### config.mk
export PLATFORM = sky130hd
export DESIGN_NAME = uart_tx
export DESIGN_NICKNAME = d
export VERILOG_FILES = /design/src/rtl/pcb_uart_pkg.sv /design/src/rtl/uart_baud_gen.sv /design/src/rtl/uart_tx.sv
export SDC_FILE = /design/constraint.sdc
export NUM_CORES = 1
export LEC_CHECK = 0
export CAP_MARGIN = 15
export CORE_MARGIN = 1.5
export CORE_UTILIZATION = 45
export CTS_CLUSTER_DIAMETER = 60
export DETAILED_ROUTE_END_ITERATION = 16
export PLACE_DENSITY = 0.71
export SYNTH_ARGS = -nofsm -noshare
export SYNTH_HDL_FRONTEND = slang
export SYNTH_SLANG_ARGS = --single-unit
### constraint.sdc
create_clock -name clk -period 2.12 [get_ports clk]
set_clock_uncertainty 0.2 [all_clocks]
set_input_delay 0.636 -clock clk [delete_from_list [all_inputs] [get_ports clk]]
set_output_delay 0.636 -clock clk [all_outputs]
set_load 0.02 [all_outputs]
### src/rtl/pcb_uart_pkg.sv
// Shared definitions for the PCB control FPGA UART transmitter and receiver.
package pcb_uart_pkg;

    typedef enum logic [1:0] {
        IDLE  = 2'd0,
        START = 2'd1,
        DATA  = 2'd2,
        STOP  = 2'd3
    } tx_state_t;

    localparam int   DEFAULT_CLKS_PER_BIT = 868;
    localparam logic UART_IDLE_LEVEL      = 1'b1;

endpackage

### src/rtl/uart_baud_gen.sv
// Bit-period timer: counts 0..CLKS_PER_BIT-1 while run is high and flags the
// last cycle of each period (bit_tick) and the cycle just before it (bit_tick_next).
module uart_baud_gen
    import pcb_uart_pkg::*;
#(
    parameter int CLKS_PER_BIT = DEFAULT_CLKS_PER_BIT
) (
    input  logic clk,
    input  logic reset,
    input  logic run,
    output logic bit_tick,
    output logic bit_tick_next
);

    localparam int CNT_W = (CLKS_PER_BIT > 1) ? $clog2(CLKS_PER_BIT) : 1;
    localparam logic [CNT_W-1:0] CNT_LAST = CNT_W'(CLKS_PER_BIT - 1);
    localparam logic [CNT_W-1:0] CNT_PREV = CNT_W'(CLKS_PER_BIT - 2);

    logic [CNT_W-1:0] cnt_r;

    // Period counter; held at zero while idle so each frame starts phase-aligned.
    always_ff @(posedge clk) begin
        if (reset) begin
            cnt_r <= '0;
        end else if (!run) begin
            cnt_r <= '0;
        end else if (cnt_r == CNT_LAST) begin
            cnt_r <= '0;
        end else begin
            cnt_r <= cnt_r + CNT_W'(1);
        end
    end

    assign bit_tick      = run && (cnt_r == CNT_LAST);
    assign bit_tick_next = run && (cnt_r == CNT_PREV);

endmodule

### src/rtl/uart_tx.sv
// UART transmitter, LSB first, idle-high line, with a one-deep holding register
// so a queued byte follows the previous stop bit without an idle gap.
module uart_tx
    import pcb_uart_pkg::*;
#(
    parameter int CLKS_PER_BIT = DEFAULT_CLKS_PER_BIT,
    parameter int DATA_BITS    = 8,
    parameter int STOP_BITS    = 1
) (
    input  logic       clk,
    input  logic       reset,
    input  logic       tx_start,
    input  logic [7:0] tx_data_in,
    output logic       tx_ready,
    output logic       tx_busy,
    output logic       tx_done,
    output logic       tx_overrun,
    output logic       tx_serial_out
);

    localparam logic [2:0] DATA_LAST = 3'(DATA_BITS - 1);
    localparam logic [0:0] STOP_LAST = 1'(STOP_BITS - 1);

    tx_state_t  state_r, state_s;
    logic [7:0] shift_r, shift_s;
    logic [7:0] hold_r, hold_s;
    logic [2:0] idx_r, idx_s;
    logic [0:0] stop_r, stop_s;
    logic       line_r, line_s;
    logic       busy_r, busy_s;
    logic       ready_r, ready_s;
    logic       done_r, done_s;
    logic       ovr_r, ovr_s;

    logic       bit_tick_s;
    logic       bit_tick_next_s;
    logic       accept_s;
    logic       last_stop_s;
    logic       final_s;
    logic [2:0] idx_inc_s;

    uart_baud_gen #(
        .CLKS_PER_BIT (CLKS_PER_BIT)
    ) u_baud (
        .clk           (clk),
        .reset         (reset),
        .run           (busy_r),
        .bit_tick      (bit_tick_s),
        .bit_tick_next (bit_tick_next_s)
    );

    assign accept_s    = tx_start && ready_r;
    assign last_stop_s = (state_r == STOP) && (stop_r == STOP_LAST);
    assign final_s     = last_stop_s && bit_tick_s;
    assign idx_inc_s   = idx_r + 3'd1;

    // Next-state and next-output decode; outputs are registered from these values.
    always_comb begin
        state_s = state_r;
        shift_s = shift_r;
        hold_s  = hold_r;
        idx_s   = idx_r;
        stop_s  = stop_r;
        line_s  = line_r;
        busy_s  = busy_r;
        ready_s = ready_r;
        // done is armed one cycle early so the registered pulse lands on the final stop cycle
        done_s  = last_stop_s && bit_tick_next_s;
        ovr_s   = tx_start && !ready_r;

        case (state_r)
            IDLE: begin
                line_s = UART_IDLE_LEVEL;
                if (accept_s) begin
                    state_s = START;
                    shift_s = tx_data_in;
                    line_s  = ~UART_IDLE_LEVEL;
                    busy_s  = 1'b1;
                end else begin
                    busy_s  = 1'b0;
                end
            end
            START: begin
                if (bit_tick_s) begin
                    state_s = DATA;
                    idx_s   = 3'd0;
                    line_s  = shift_r[0];
                end else begin
                    line_s  = ~UART_IDLE_LEVEL;
                end
            end
            DATA: begin
                if (bit_tick_s) begin
                    if (idx_r == DATA_LAST) begin
                        state_s = STOP;
                        stop_s  = 1'b0;
                        line_s  = UART_IDLE_LEVEL;
                    end else begin
                        idx_s   = idx_inc_s;
                        line_s  = shift_r[idx_inc_s];
                    end
                end else begin
                    line_s = shift_r[idx_r];
                end
            end
            STOP: begin
                if (bit_tick_s) begin
                    if (stop_r == STOP_LAST) begin
                        if (!ready_r) begin
                            state_s = START;
                            shift_s = hold_r;
                            ready_s = 1'b1;
                            line_s  = ~UART_IDLE_LEVEL;
                        end else if (tx_start) begin
                            state_s = START;
                            shift_s = tx_data_in;
                            line_s  = ~UART_IDLE_LEVEL;
                        end else begin
                            state_s = IDLE;
                            busy_s  = 1'b0;
                            line_s  = UART_IDLE_LEVEL;
                        end
                    end else begin
                        stop_s = stop_r + 1'b1;
                        line_s = UART_IDLE_LEVEL;
                    end
                end else begin
                    line_s = UART_IDLE_LEVEL;
                end
            end
            default: begin
                state_s = IDLE;
                line_s  = UART_IDLE_LEVEL;
                busy_s  = 1'b0;
                ready_s = 1'b1;
            end
        endcase

        // A request mid-frame parks in the holding register, except on the final
        // stop cycle where it goes straight into the shifter instead.
        if (busy_r && accept_s && !final_s) begin
            hold_s  = tx_data_in;
            ready_s = 1'b0;
        end else begin
            hold_s  = hold_s;
        end
    end

    // State, datapath and output registers.
    always_ff @(posedge clk) begin
        if (reset) begin
            state_r <= IDLE;
            shift_r <= 8'h00;
            hold_r  <= 8'h00;
            idx_r   <= 3'd0;
            stop_r  <= 1'b0;
            line_r  <= UART_IDLE_LEVEL;
            busy_r  <= 1'b0;
            ready_r <= 1'b1;
            done_r  <= 1'b0;
            ovr_r   <= 1'b0;
        end else begin
            state_r <= state_s;
            shift_r <= shift_s;
            hold_r  <= hold_s;
            idx_r   <= idx_s;
            stop_r  <= stop_s;
            line_r  <= line_s;
            busy_r  <= busy_s;
            ready_r <= ready_s;
            done_r  <= done_s;
            ovr_r   <= ovr_s;
        end
    end

    assign tx_serial_out = line_r;
    assign tx_busy       = busy_r;
    assign tx_ready      = ready_r;
    assign tx_done       = done_r;
    assign tx_overrun    = ovr_r;

endmodule

==> summary.md, run 1 <==
| Metric | Value |
|---|---|
| Outcome | finished, violations left |
| Failing checks | setup timing |
| Worst Path Arrival | 2160 ps |
| Levels on crit path | 6 |
| Core area | 4000 um^2 |
| First-pass GRT wire length | 6120 um |
| IO Port Bufs | 15 |
| Crit Path Class | flip-flop to flip-flop |
| Register area share after synthesis | 0.3827 |
| Placed Cells | 272 |
| Comb pwr share | 0.363 |
| CTS tree | yes |
| CP cell instances | ha_4 > mux4_2 > mux2_2 > or3_1 > nand4b_1 > o211ai_1 |
| 1st-pass router iterations | 4 |
| CP endpoint kind | flip-flop |
| Vias | 1492 |
| Most common cell after layout, fill and taps aside | dfxtp_1 |
| Mapped Cells | 199 |
| Share of the synthesized area in the top cell type | 0.3827 |
| Pwr Density | 960.2 nW/um^2 |
| Max rail drop VDD | 0.0005547 V |
| R2R depth | 6 |
| Width of the die | 67.69 um |
| Tot GR Track Use | 0.1805 |
| Worst-Skew Late Latency | 290 ps |
| Worst path slowest cell | mux4_2 |
| Vias/cell | 5.329 |
| GPL Wtd Cong | 0.7865 |
| Htree depth | 2 |
| Vias in the first global route | 1349 |
| Hold Path Class | flip-flop to flip-flop |
| Worst-path fanout max | 3 |
| Fillcell total | 387 |
| Share of power burned in registers | 0.400 |
| Layout area overhead | 21.33% |
| Max_cap viols | 0 |
| Startpoint Class | flip-flop |
| Worst rel slew slack | 0.7488 |
| Fin crit share | 1.034 |
| #FFs+latches synth | 36 |
| P_sw | 0.7539 mW |
| Hold Fails Final Rpt | 0 |
| CTS Buffer Depth | 2 |
| Post-Syn Nets | 218 |
| Mapped Area | 1883 um^2 |
| Die area | 4582 um^2 |
| Average size of a mapped cell | 9.463 um^2 |
| Drc violations | 0 |
| Setup-failing EPs final | 1 |
| Final setup margin | -71.08 ps |
| Routed len/inst | 13.09 um |
| Grt ovf | 0 |
| FMAX | 456.4 MHz |
| Measured slew at the worst slew-check pin | 376.8 ps |
| ANT nets after route | 0 |
| Largest net degree at the start of global routing | 20 |
| RSZ-0062 raised after global routing | yes |
| CP required | 2090 ps |
| Initial core utilization | 0.4708 |
| Iteration-0 DRC Markers | 36 |
| Clock Power Share | 0.237 |
| Number of buffers created by CTS | 5 |
| Yosys warning count | 0 |
| Max stage delay on crit path | 490 ps |
| Sw Ratio | 0.3437 |
| Final cell count without fillers | 280 |
| Antenna violations before repair | 0 |
| Synth async-reset ratio | 0 |
| Final Cell Area | 2285 um^2 |
| Min-Delay Path Depth | 2 |
| # hold bufs at CTS | 0 |
| FP Rows | 23 |
| Bufs and invs on worst path | 0 |
| Die Ht | 67.69 um |
| Share of layout cells above drive strength 1 | 0.2043 |
| # diodes | 0 |
| Post-synth top area cell | dfxtp_1 |
| Max Transition Viols Final | 0 |
| Final min period | 2191 ps |
| Ports | 16 |
| Leading cell types in the layout, fill and taps excluded | dfxtp_1, nor2_1, mux2i_1 |
| CTS Root Cell | clkbuf_8 |
| Post-DP HPWL | 2679 um |
| Cell internal pwr | 1.440 mW |
| Reg clk slew, reported paths | 80 ps |
| Delay-heaviest family, CP | multiplexers |
| Sink Count | 36 |
| Placed inst area | 2172 um^2 |
| Post-CTS setup buffer count | 0 |
| Pleak | 0.9697 nW |
| Drt total wl | 3665 um |
| Number of flops mapped to enable cells by yosys | 0 |
| Largest cells by area after synthesis | dfxtp_1, mux2i_1, ha_1 |
| Nets | 248 |
| Distinct cells, synth | 42 |
| Dominant synthesized flop cell | dfxtp_1 |
==> layer usage <==
metal,GRT usage,vias up,routed length (um)
met1,0.2286,702,1729
met3,0.04500,5,92
met2,0.2941,21,1787
met5,0,-,0
li1,-,764,-
met4,0.06888,0,57
==> registers in the layout, summed over array words and instances, names as in the netlist <==
| signal | cells |
|---|---|
| state_r | 2 |
| tx_overrun | 1 |
| tx_serial_out | 1 |
| tx_ready | 1 |
| u_baud.cnt_r | 10 |
| tx_busy | 1 |
| idx_r | 3 |
| hold_r | 8 |
| shift_r | 8 |
| tx_done | 1 |
==> per-stage QoR <==
step | utilization | hold WS, ps | TNS, ps | power, mW | setup WS, ps
floorplan | - | 237.2 | -9.937 | 1.474 | -9.937
global placement | 0.5430 | 272.6 | -1040 | 1.669 | -82.11
detailed placement | 0.5430 | 290.4 | -1651 | 1.695 | -130.4
CTS | 0.5702 | 309.9 | -84.42 | 2.215 | -84.42
global route | 0.5712 | 338.9 | -138.2 | 2.344 | -138.2
finish | 0.5712 | 301.7 | -71.08 | 2.194 | -71.08
==> synthesized netlist by cell type, types with 2 or more instances <==
library cell / n
or2_2: 3
inv_1: 4
mux2i_1: 18
nor2_1: 24
a211oi_1: 8
xor2_1: 3
o21ai_0: 2
dfxtp_1: 36
mux4_1: 2
ha_1: 8
buf_4: 2
mux4_2: 2
buf_2: 2
and4b_1: 2
and3_1: 5
a21oi_1: 10
nand2_1: 14
clkbuf_1: 3
nor2b_1: 3
nor3_1: 11
nand3_1: 9
nor3b_1: 2
xnor2_1: 5
or3_1: 2
nand2b_1: 2
==> timing repair <==
action	CTS	global route
resized for setup	2	2
setup endpoints to repair	2	14
pin swaps	1	0
==> worst min-delay path, stage by stage (launching register included) <==
cell and delay (ps):
dfxtp_1 330, mux2i_1 70, nor2_1 70
==> worst paths after layout <==
kind	from	endpoint	slack, ps
worst max-delay path	idx_r[0]	tx_serial_out	-70
worst min-delay path	hold_r[4]	hold_r[4]	300
worst max register to register	idx_r[0]	tx_serial_out	-70
worst min register to register	hold_r[4]	hold_r[4]	300
==> area by class of cell <==
cell class	count	area, um^2	share of cell area
Clock buffer	6	82.58	0.03614
Inverter	4	15.01	0.006572
Sequential cell	36	725.7	0.3176
Multi-Input combinational cell	150	1107	0.4847
Timing Repair Buffer	32	276.5	0.1210
Clock inverter	2	15.01	0.006572
Tap cell	50	62.56	0.02738
==> cells by family (layout without fill, tap and decap cells) <==
| group | after synthesis | in the layout | share of synthesized area |
|---|---|---|---|
| XOR/XNOR | 8 | 8 | 0.03721 |
| multiplexers | 23 | 23 | 0.1535 |
| AO/OA/AOI/OAI | 26 | 26 | 0.09037 |
| AND/OR/NAND/NOR | 85 | 85 | 0.2425 |
| flip-flops | 36 | 36 | 0.3827 |
| adder cells (fa/ha/maj) | 8 | 8 | 0.05316 |
| buffers and inverters | 13 | 44 | 0.04052 |
==> power by group through the flow <==
stage / clock network (mW) / logic (mW) / registers (mW)
finish: 0.520 / 0.796 / 0.878
global route: 0.562 / 0.887 / 0.895
CTS: 0.537 / 0.798 / 0.879
detailed placement: 0 / 0.799 / 0.895
global placement: 0 / 0.784 / 0.885
floorplan: 0 / 0.580 / 0.894
(Power assumes the default switching activity.)
==> run 2: changes to the inputs <==
--- a/config.mk
+++ b/config.mk
@@ -8,9 +8,10 @@
 export CAP_MARGIN = 15
 export CORE_MARGIN = 1.5
 export CORE_UTILIZATION = 45
+export CTS_BUF_LIST = sky130_fd_sc_hd__clkbuf_16
 export CTS_CLUSTER_DIAMETER = 60
 export DETAILED_ROUTE_END_ITERATION = 16
-export PLACE_DENSITY = 0.71
+export PLACE_DENSITY = 0.69
 export SYNTH_ARGS = -nofsm -noshare
 export SYNTH_HDL_FRONTEND = slang
 export SYNTH_SLANG_ARGS = --single-unit
==> run 2 against run 1 <==
Against the previous run: sequential share of layout area shrank 0.88 points; clock-buffer cell count unchanged; first-iteration DRC count is 47% higher; the run still ends with setup timing left; critical path type unchanged; core utilization up 1.6 points; fmax about the same; largest cell class unchanged; worst hold slack got worse by 13 ps; worst setup slack got worse by 1.9 ps; wire length fell by 1.1%; combinational power increased by 0.8%; final cell count is the same; power up 12%.
==> summary.md, run 2 (synthesized netlist as in run 1, its figures left out) <==
| Metric | Value |
|---|---|
| Final Cell Area | 2350 um^2 |
| IO Port Bufs | 15 |
| Failing checks | setup timing |
| Met2 Resource Use GR | 0.2929 |
| Number of buffers created by CTS | 5 |
| Sink Count | 36 |
| Max rail drop VDD | 0.0004983 V |
| Outcome | finished, violations left |
| Leading cell types in the layout, fill and taps excluded | dfxtp_1, nor2_1, mux2i_1 |
| Initial core utilization | 0.4708 |
| CTS Buffer Depth | 2 |
| ANT nets after route | 0 |
| Drt total wl | 3624 um |
| Met1 usage | 0.2136 |
| Layout area overhead | 24.78% |
| Die area | 4582 um^2 |
| Tot GR Track Use | 0.1792 |
| Fillcell total | 358 |
| Grt ovf | 0 |
| Worst-path fanout max | 3 |
| 1st-pass router iterations | 4 |
| Hold Path Class | flip-flop to flip-flop |
| Measured slew at the worst slew-check pin | 383.2 ps |
| CP endpoint kind | flip-flop |
| Min-Delay Path Depth | 2 |
| Core area | 4000 um^2 |
| Post-DP HPWL | 2694 um |
| Htree depth | 2 |
| FP Rows | 23 |
| Final setup margin | -72.94 ps |
| Largest net degree at the start of global routing | 20 |
| Antenna violations before repair | 0 |
| Vias | 1491 |
| CTS Root Cell | clkbuf_16 |
| Iteration-0 DRC Markers | 53 |
| Worst hold slack | 289.2 ps |
| Placed inst area | 2172 um^2 |
| Pwr Density | 1050 nW/um^2 |
| Setup-failing EPs final | 1 |
| Max_cap viols | 0 |
| Ports | 16 |
| Met3 Use GR | 0.04500 |
| Power Total | 2.468 mW |
| Pleak | 1.004 nW |
| Startpoint Class | flip-flop |
| Die Ht | 67.69 um |
| Fin crit share | 1.034 |
| Vias in the first global route | 1365 |
| Setup slack at placement | -77.02 ps |
| Reg clk slew, reported paths | 60 ps |
| Worst-Skew Late Latency | 280 ps |
| GRT busiest layer | met2 |
| R2R depth | 6 |
| Width of the die | 67.69 um |
| Most flop-heavy register | u_baud.cnt_r |
| Final min period | 2193 ps |
| Most common cell after layout, fill and taps aside | dfxtp_1 |
| FMAX | 456.0 MHz |
| Worst Path Arrival | 2150 ps |
| First-pass GRT wire length | 6003 um |
| Drc violations | 0 |
| CTS tree | yes |
| Max reg flops | 10 |
| RSZ-0062 raised after global routing | yes |
| Max Transition Viols Final | 0 |
| Largest registers | u_baud.cnt_r (10), hold_r (8), shift_r (8) |
| Share of layout cells above drive strength 1 | 0.2043 |
| # diodes | 0 |
| Worst rel slew slack | 0.7446 |
| Routed len/inst | 12.94 um |
| Nets | 248 |
| # hold bufs at CTS | 0 |
| Vias/cell | 5.325 |
| CP required | 2080 ps |
| GPL Wtd Cong | 0.7653 |
| Hold Fails Final Rpt | 0 |
| Crit Path Class | flip-flop to flip-flop |
## run 2: cell count changes in the layout (fill, tap and decap cells not counted), sizes merged
cell,previous run,this run
clkinvlp,2,1
clkinv,0,1
## run 2: layout make-up
class                   count  area, um^2  area share
flip-flops and latches     36       725.7      0.3088
repair buffers             32       276.5      0.1177
multi-input cells         150        1107      0.4712
well taps                  50       62.56     0.02662
clock inverters             2       12.51    0.005325
inverters                   4       15.01    0.006390
clock buffers               6       150.1     0.06390
## run 2: critical path, cell delays in order (launching register included)
cell,delay [ps]
dfxtp_4,350
ha_4,280
mux4_2,480
mux2_2,270
or3_1,300
nand4b_1,90
o211ai_1,90
## run 2: final timing paths
path              from            end  slack, ps
min reg2reg  hold_r[4]      hold_r[4]        290
max           idx_r[0]  tx_serial_out        -70
max reg2reg   idx_r[0]  tx_serial_out        -70
min          hold_r[4]      hold_r[4]        290
## run 2: per-layer routing
| layer | routed length, um | vias to the layer above | share of wire |
|---|---|---|---|
| met5 | 0 | - | 0 |
| met4 | 89 | 0 | 0.025 |
| met3 | 106 | 7 | 0.029 |
| met2 | 1739 | 21 | 0.48 |
| met1 | 1689 | 700 | 0.47 |
| li1 | - | 763 | - |
## run 2: timing repair
action,4_1_cts,5_1_grt
gates resized for setup,1,3
pin swaps,1,0
buffers inserted,0,0
setup endpoints to repair,2,14
## run 2: report_power, final
group          internal, mW  switching (mW)
Combinational         0.391           0.411
Sequential            0.791          0.0904
Clock                 0.504           0.280
Total                  1.69           0.782
## run 2: per-stage QoR
stage	TNS, ps	utilization	std cells
after floorplan	-9.937	-	199
after global placement	-325.8	0.5430	272
final	-72.94	0.5874	280
after CTS	-82.94	0.5834	280
after detailed placement	-734.3	0.5430	272
after global routing	-121.2	0.5874	280
==> run 3: changes to the inputs <==
--- a/config.mk
+++ b/config.mk
@@ -11,6 +11,7 @@
 export CTS_BUF_LIST = sky130_fd_sc_hd__clkbuf_16
 export CTS_CLUSTER_DIAMETER = 60
 export DETAILED_ROUTE_END_ITERATION = 16
+export HOLD_SLACK_MARGIN = 0.05
 export PLACE_DENSITY = 0.69
 export SYNTH_ARGS = -nofsm -noshare
 export SYNTH_HDL_FRONTEND = slang
==> results of run 3 <==
Final layout, timing and power as in run 2 (identical DEF).
==> RTL edit: new RTL, config.mk and constraints of run 2 <==
The output `tx_overrun` loses its register stage (`ovr_r` becomes a continuous assignment).
--- a/src/rtl/uart_tx.sv
+++ b/src/rtl/uart_tx.sv
@@ -158,7 +158,6 @@
             busy_r  <= 1'b0;
             ready_r <= 1'b1;
             done_r  <= 1'b0;
-            ovr_r   <= 1'b0;
         end else begin
             state_r <= state_s;
             shift_r <= shift_s;
@@ -169,9 +168,10 @@
             busy_r  <= busy_s;
             ready_r <= ready_s;
             done_r  <= done_s;
-            ovr_r   <= ovr_s;
         end
     end
+
+    assign ovr_r = ovr_s;
 
     assign tx_serial_out = line_r;
     assign tx_busy       = busy_r;
Behaviour: not the same (Yosys sat finds a counterexample within 4 cycles, from zero or initial values and one cycle with reset high).
==> RTL edit against run 2 <==
  * Wire length grew 6.0%
  * Power shrank 0.72%
  * Die area is 3.4% lower
  * Setup slack gained 0.15 ns
  * Synthesized cell count down 2.0%
  * Final area up 1.3%
  * Synthesized area shrank 3.5%
  * Sequential cell count shrank 1
  * Highest routed layer unchanged
==> RTL edit: results (changes against run 2) <==
- Total nets after synthesis: 214 (-1.8%)
- Antenna diode count: 0 (unchanged)
- Synth async-reset ratio: 0% (unchanged)
- Synthesized area per cell: 9.32 sq um (-1.5%)
- Total Nets Final: 244 (-1.6%)
- Placed cells: 266 (-2.2%)
- Type of the tightest min-delay check: reg -> reg
- Combined global-route utilization of all metal layers: 19.4% (+1.5 points)
- Clock transition time at the flip-flop clock pins of the worst setup and hold paths: 0.05 ns
- Via-per-instance ratio: 5.42 (+1.8%)
- Leading cell types by total area after synthesis: sky130_fd_sc_hd__dfxtp_1 39%, sky130_fd_sc_hd__mux2i_1 12%, sky130_fd_sc_hd__nor2_1 6.4%
- Buffers inserted during post-CTS setup optimization: 0 (unchanged)
- Share of post-route cells with drive strength above 1: 23.1% (+2.7 points)
- Slowest CP cell: sky130_fd_sc_hd__or3_4
- Total cell area at the placement stage: 0.00219 sq mm (+0.81%)
- Post-detail-place hpwl: 2810 microns (+4.4%)
- Number of synthesized flops with an enable pin: 0 (unchanged)
- Final weighted congestion of routability-driven global placement: 0.837 (+9.3%)
- H-tree level count: 2 (unchanged)
- Top cells by count, synth: 35 x sky130_fd_sc_hd__dfxtp_1, 31 x sky130_fd_sc_hd__nor2_1, 22 x sky130_fd_sc_hd__mux2i_1
- Violation count after the first detailed-route iteration: 85 (+60%)
- Largest net degree at the start of global routing: 22 (+10%)
- Crit Path Max Fanout: 9 (+6)
- Slew at the pin closest to its max-slew limit: 0.319 ns (-0.0642 ns)
- Buffer cell driving the clock tree root: sky130_fd_sc_hd__clkbuf_16
- Number of clock buffers inserted by TritonCTS: 5 (unchanged)
- Number of antenna violations at the first check in global routing: 0 (unchanged)
- Clock latency on the worst-skew pair: 0.27 ns
- WL per Instance: 14.1 microns (+8.8%)
- Final Critical Period: 2.04 ns (-0.149 ns)
- Number of buffer cells added on primary ports: 15 (unchanged)
- Distinct cell type count after synthesis: 40 (-4.8%)
- Synth warn: 0 (unchanged)
- Leakage: 0.947 nW (-5.7%)
- Register area share after synthesis: 38.6% (+0.30 points)
- Global-route wire length before repair: 6500 microns (+8.3%)
- Placement-stage worst setup slack: -0.568 ns (-0.491 ns)
- DR vias: 1480 (-0.74%)
- Via count of the first global-routing pass: 1528 (+12%)
- CP max stage delay: 0.40 ns (-0.08 ns)
- Outcome: completed
- Leading registers by flop count: u_baud.cnt_r: 10 flops, hold_r: 8 flops, shift_r: 8 flops
- Most frequently used flop master after synthesis: sky130_fd_sc_hd__dfxtp_1
- Number of iterations in the first detailed-routing pass: 4 (unchanged)
- Max Buffers Root-to-Sink: 2 (unchanged)
- Maximum vdd ir drop: 0.528 mV (+5.9%)
- Data arrival at the endpoint of the critical path: 2.01 ns (-0.14 ns)
[RTL edit: cell families (layout without fill, tap and decap cells)]
group	after synthesis	in the layout	share of synthesized area, %
AND/OR/NAND/NOR	71	71	18.9
multiplexers	32	32	19.6
adder cells (fa/ha/maj)	8	8	5.51
AO/OA/AOI/OAI	24	24	9.57
XOR/XNOR	8	8	3.86
flip-flops	35	35	38.6
buffers and inverters	17	47	3.99
[RTL edit: final cells by class]
class | count | area, sq um
sequential | 35 | 706
fill | 303 | 1390
timing repair buffer | 33 | 295
tap | 48 | 60.1
clock buffer | 5 | 125
clock inverter | 2 | 33.8
inverter | 7 | 26.3
multi-input combinational | 143 | 1130
[RTL edit: repair_timing]
| action | CTS | global route |
|---|---|---|
| cloned | 0 | 0 |
| hold buffers | 0 | 0 |
| resized for setup | 9 | 8 |
| setup endpoints to repair | 11 | 11 |
| endpoints found under the hold margin | 0 | 0 |
| pin swaps | 0 | 2 |
[RTL edit: worst max-delay path, delay by kind of cell, from the launching register on]
| kind | cells | cell delay (ns) |
|---|---|---|
| AOI/OAI and AO/OA | 2 | 0.51 |
| buffers and inverters | 1 | 0.15 |
| DFF | 1 | 0.34 |
| muxes | 1 | 0.12 |
| and+or+nand+nor | 2 | 0.62 |
[RTL edit: worst paths after layout]
check                  end  slack (ns)       startpoint  cells after the start
max          tx_serial_out        0.08  u_baud.cnt_r[4]                      6
min              hold_r[6]        0.29        hold_r[6]                      2
max reg2reg  tx_serial_out        0.08  u_baud.cnt_r[4]                      6
min reg2reg      hold_r[6]        0.29        hold_r[6]                      2
[RTL edit: through the flow]
stage                     hold slack [ns]  power (W)  util [%]  TNS (ns)
after floorplan                     0.217    0.00140         -         0
final                               0.289    0.00245      63.1         0
after global placement              0.269    0.00160      58.1     -4.30
after CTS                           0.297    0.00243      62.1         0
after global routing                0.337    0.00258      63.1  -0.00550
after detailed placement            0.284    0.00163      58.1     -4.82
[RTL edit: routing by layer]
metal / share of wire [%] / GRT usage, % / up-vias
met5: 0 / 0 / -
li1: - / - / 742
met2: 50 / 35.0 / 22
met1: 45 / 21.5 / 711
met3: 3.4 / 5.74 / 5
met4: 1.2 / 6.89 / 0
[RTL edit: report_power, final]
part / total (W) / leakage (nW) / switching [W] / internal, W
clock network: 0.000798 / 0.0811 / 0.000255 / 0.000543
logic: 0.000806 / 0.580 / 0.000404 / 0.000402
registers: 0.000846 / 0.287 / 0.0000883 / 0.000758
